File: src/rtl/car_request_latch.sv
// car_request_latch: synchronises and debounces the EW/NS loop sensors, latches each
// arrival as a pending request, and presents it once the current green has run MIN_GREEN cycles.
module car_request_latch #(
  parameter int DEBOUNCE_CYCLES = 4,
  parameter int MIN_GREEN       = 8
) (
  input  logic clock,
  input  logic reset,
  input  logic ew_sensor,
  input  logic ns_sensor,
  input  logic ns_green,
  output logic EWCar,
  output logic NSCar,
  output logic ew_pending,
  output logic ns_pending
);

  localparam int CNT_W = (DEBOUNCE_CYCLES > 1) ? $clog2(DEBOUNCE_CYCLES) : 1;
  localparam int TMR_W = $clog2(MIN_GREEN + 1);
  localparam logic [CNT_W-1:0] CNT_LAST = CNT_W'(DEBOUNCE_CYCLES - 1);
  localparam logic [TMR_W-1:0] TMR_MAX  = TMR_W'(MIN_GREEN);

  // Per-direction vectors: index 0 = EW, index 1 = NS
  logic [1:0]       raw;
  logic [1:0]       served;
  logic [1:0]       sync_p0;
  logic [1:0]       sync_p1;
  logic [1:0]       db_p2;
  logic [1:0]       db_p3;
  logic [1:0]       db_nxt;
  logic [1:0]       rise;
  logic [1:0]       pend;
  logic [1:0]       pend_nxt;
  logic [CNT_W-1:0] cnt     [2];
  logic [CNT_W-1:0] cnt_nxt [2];
  logic             prev_ns_green;
  logic [TMR_W-1:0] timer;
  logic [TMR_W-1:0] timer_nxt;
  logic             timer_done;

  function automatic logic [TMR_W-1:0] sat_inc(input logic [TMR_W-1:0] v);
    return (v == TMR_MAX) ? v : v + TMR_W'(1);
  endfunction

  assign raw        = {ns_sensor, ew_sensor};
  assign served     = {ns_green, ~ns_green};
  assign rise       = db_p2 & ~db_p3;
  assign timer_done = (timer == TMR_MAX);
  assign timer_nxt  = (ns_green != prev_ns_green) ? '0 : sat_inc(timer);
  assign ew_pending = pend[0];
  assign ns_pending = pend[1];

  always_comb begin
    db_nxt   = db_p2;
    pend_nxt = pend;
    for (int i = 0; i < 2; i++) begin
      cnt_nxt[i] = '0;
      if (sync_p1[i] != db_p2[i]) begin
        if (cnt[i] == CNT_LAST) begin
          db_nxt[i] = sync_p1[i];
        end else begin
          cnt_nxt[i] = cnt[i] + CNT_W'(1);
        end
      end
      // Serving a direction discards its request even if a new edge arrives this cycle
      pend_nxt[i] = served[i] ? 1'b0 : (pend[i] | rise[i]);
    end
  end

  always_ff @(posedge clock) begin
    if (reset) begin
      sync_p0       <= '0;
      sync_p1       <= '0;
      db_p2         <= '0;
      db_p3         <= '0;
      pend          <= '0;
      cnt[0]        <= '0;
      cnt[1]        <= '0;
      prev_ns_green <= ns_green;
      timer         <= '0;
      EWCar         <= 1'b0;
      NSCar         <= 1'b0;
    end else begin
      // p0/p1: two-flop synchroniser
      sync_p0       <= raw;
      sync_p1       <= sync_p0;
      // p2: debounced level; p3: its delayed copy for edge detection
      db_p2         <= db_nxt;
      db_p3         <= db_p2;
      cnt[0]        <= cnt_nxt[0];
      cnt[1]        <= cnt_nxt[1];
      pend          <= pend_nxt;
      prev_ns_green <= ns_green;
      timer         <= timer_nxt;
      EWCar         <= pend[0] &  ns_green & timer_done;
      NSCar         <= pend[1] & ~ns_green & timer_done;
    end
  end

endmodule

File: config.mk
export PLATFORM = sky130hd
export DESIGN_NAME = car_request_latch
export DESIGN_NICKNAME = d
export VERILOG_FILES = /design/src/rtl/car_request_latch.sv
export SDC_FILE = /design/constraint.sdc
export NUM_CORES = 1
export LEC_CHECK = 0
export ABC_AREA = 0
export CAP_MARGIN = 40
export CORE_MARGIN = 5
export CORE_UTILIZATION = 46
export DETAILED_ROUTE_END_ITERATION = 12
export HOLD_SLACK_MARGIN = 0.03
export PLACE_DENSITY_LB_ADDON = 0.2
export RECOVER_POWER = 50
export SYNTH_ARGS = -nofsm -noshare
export SYNTH_HDL_FRONTEND = slang
export SYNTH_SLANG_ARGS = --single-unit
File: constraint.sdc
create_clock -name clock -period 1.17 [get_ports clock]
set_input_delay 0.117 -clock clock [delete_from_list [all_inputs] [get_ports clock]]
set_output_delay 0.117 -clock clock [all_outputs]
set_load 0.01 [all_outputs]
==> reports/results.md <==
### Global route
* 1970 µm — first-pass GRT wire length
* 0 — initial antenna violation count
* 12 — maximum number of pins on one net before global-route repair
* 479 — vias in the first global route
* 0.108 — total global routing track utilization
* 0 — GRT Residual Overflow

### Final layout
* 0 — antenna diode count
* 137 — filler cell count
* 22.0% — synth-to-layout area growth
* 97 — Total Nets Final
* 0.172 — share of cells above drive strength 1
* 103 — number of standard cells in the final layout excluding fillers
* 903 µm² — Final Cell Area
* 0.593 — Finished Core Util

### Critical path
* timer[0] — reg-to-reg critical path endpoint
* reg -> reg — Worst Path Class, Setup
* register — crit path launch type
* 1.31 ns — worst endpoint data arrival time
* 5 — peak fanout along the critical path
* register — kind of end point of the critical path
* 0.06 ns — R2R Setup Slk
* timer[0] — source of the worst register-to-register timing path
* 5 — Worst Reg2Reg Path Length in Cells
* 1.37 ns — Critical Path RT

### STA
* 0.828 — normalized max-slew margin
* 0.00317 ns — worst clock skew
* 0.258 ns — transition time at the pin with the least slew margin
* 0.951 — post-route fraction of the period consumed by the critical path
* yes — unrepaired setup endpoints after global routing
* 0 — number of endpoints failing setup at the final stage
* 0 — Hold Violations, Final
* 0 ns — Setup TNS Final
* 0 — Slew Limit Fails
* 898 MHz — highest attainable clock frequency
* 1.11 ns — Final min period

### Route
* 0 — post-detailed-route DRC marker count
* 1130 µm — wire length after detailed routing
* 11.0 µm — WL/cell
* 5 — detailed router's first-iteration violation count
* 481 — total via count in the routed design
* 4.67 — mean number of vias per cell
* 0 — post-detailed-route count of antenna-violating nets
* 4 — drt pass-1 iters

### Logic synthesis
* 79 — Net Count, Synth
* 20 — number of distinct library cells after synthesis
* sky130_fd_sc_hd__dfxtp_1 — Top FF cell, synth
* sky130_fd_sc_hd__dfxtp_1 (21), sky130_fd_sc_hd__nor2_1 (10), sky130_fd_sc_hd__inv_1 (6), sky130_fd_sc_hd__xnor2_1 (5) — Post-synth top cells
* 0 — Yosys Warn Count
* 0 — share of flip-flops with an asynchronous set or reset after synthesis
* 741 µm² — Synth Cell Area
* sky130_fd_sc_hd__dfxtp_1 (57%), sky130_fd_sc_hd__ha_1 (6.8%), sky130_fd_sc_hd__xnor2_1 (5.9%) — main area contributors after synthesis
* 0.568 — sequential cell area fraction in the yosys report
* sky130_fd_sc_hd__dfxtp_1 — library cell occupying the most area in the post-synthesis netlist
* 70 — instance count of the mapped netlist
* sky130_fd_sc_hd__dfxtp_1 — most frequent cell after synthesis
* 21 — synthesis-stage register bit count
* 10.6 µm² — mean cell area of the mapped netlist
* 0 — number of enable flip-flop cells after synthesis
* 0.568 — proportion of netlist area held by the largest area contributor

### Power
* 0.796 mV — peak supply drop
* 1290 nW/µm² — PwrDens
* 0.378 nW — standby leakage power
* 1.16 mW — total power

### Placed design
* 885 µm² — Post-Place Cell Area
* 0.725 — placer's final routability congestion estimate
* 8 — number of buffers inserted by port buffering
* 873 µm — DP HPWL
* 99 — number of placed instances, taps included

### Clock tree
* 0 — hold bufs inserted after CTS
* 0.11 ns — clock transition at the registers of the reported paths
* 0.30 ns — insertion delay to the later sink of the worst-skew pair
* built — clock tree from TritonCTS
* 1 — H-tree lvl count
* 2 — CTS Buffer Depth
* 3 — cts bufs inserted
* 21 — number of clock sinks
* 0 — number of post-CTS setup repair buffers
* sky130_fd_sc_hd__clkbuf_4 — CTS Root Cell

### Die
* 1520 µm² — Core ar.
* 9 — total I/O pin count
* 14 — number of rows in the core area
* 50.1 µm — Die W
* 2510 µm² — Die Area
* 50.1 µm — height of the die
* 0.486 — initial core utilization

### Worst hold path
* 2 — Worst Hold Depth
* sync_p0[0] — worst hold path endpoint
* ew_sensor — critical hold path startpoint
* in -> reg — worst hold-check path type

### Flow run
* 0 — maximum capacitance violations

### Status
* completed — run status

-- per-stage QoR --
stage,setup slack (ns),hold slack (ns)
after floorplan,0.0187,0.145
after global placement,0.0154,0.405
after detailed placement,0.0212,0.424
after CTS,0.00223,0.351
after global routing,-0.0138,0.338
final,0.0568,0.358
-- how the worst max path moves through the flow --
| stage | from | to | slack, ns | cells past startpoint |
|---|---|---|---|---|
| 2_1_floorplan | timer[0] | timer[1] | 0.02 | 6 |
| 3_3_place_gp | ns_green | timer[2] | 0.02 | 4 |
| 3_5_place_dp | ns_green | timer[2] | 0.02 | 4 |
| 4_1_cts | timer[0] | timer[1] | 0.002 | 5 |
| 5_1_grt | timer[0] | timer[0] | -0.01 | 5 |
| 6_report | timer[0] | timer[0] | 0.06 | 5 |
-- sequential cells by signal, summed over array words and instances (netlist names), 2 cells and up --
name	count
pend	2
sync_p0	2
sync_p1	2
cnt	4
timer	4
db_p2	2
db_p3	2
-- cells in the final DEF, fill, tap and decap left out, drive strengths merged, types with 2 or more instances in the layout --
cell,n
nor3,2
inv,6
clkbuf,6
or3,2
ha,4
clkdlybuf4s50,3
dlygate4sd2,4
mux2i,3
buf,5
a21oi,2
nor2b,6
xnor2,5
dfxtp,21
nor2,10
-- cells by family (layout without fill, tap and decap cells) --
kind of cell | count (synthesis) | after routing | share of synthesized area
AND/OR/NAND/NOR | 26 | 26 | 0.198
XOR/XNOR | 6 | 6 | 0.0709
multiplexers | 3 | 3 | 0.0405
adder cells (fa/ha/maj) | 4 | 4 | 0.0676
buffers and inverters | 8 | 25 | 0.0422
AO/OA/AOI/OAI | 2 | 2 | 0.0135
flip-flops | 21 | 21 | 0.568
-- critical path, stage by stage, from the launching register on --
cell                      delay (ns)
sky130_fd_sc_hd__dfxtp_2        0.35
sky130_fd_sc_hd__inv_2          0.04
sky130_fd_sc_hd__ha_1           0.18
sky130_fd_sc_hd__and3b_2        0.24
sky130_fd_sc_hd__xnor2_1        0.15
sky130_fd_sc_hd__nor2_1         0.05
-- layer usage --
layer	up-vias	part of all wire	global-route usage
met4	0	0.025	0.0786
li1	255	-	-
met5	-	0	0
met3	4	0.067	0.0422
met2	10	0.43	0.153
met1	212	0.47	0.130
-- repair_timing --
item / CTS / global route
resized for setup: 4 / 5
setup endpoints to repair: 4 / 3
pin swaps: 0 / 0
-- cell type report --
cell class                      instances  area [µm²]  share of cell area
Sequential cell                        21         424               0.470
Tap cell                               16        20.0              0.0222
Inverter                                6        22.5              0.0249
Multi-Input combinational cell         41         290               0.321
Timing Repair Buffer                   15         120               0.133
Clock buffer                            4        26.3              0.0291
-- power breakdown --
part	internal (mW)	switching (mW)
sequential	0.731	0.00745
combinational	0.0450	0.0325
clock	0.133	0.214
total	0.909	0.254
No activity file was read; power rests on OpenSTA's default activity.
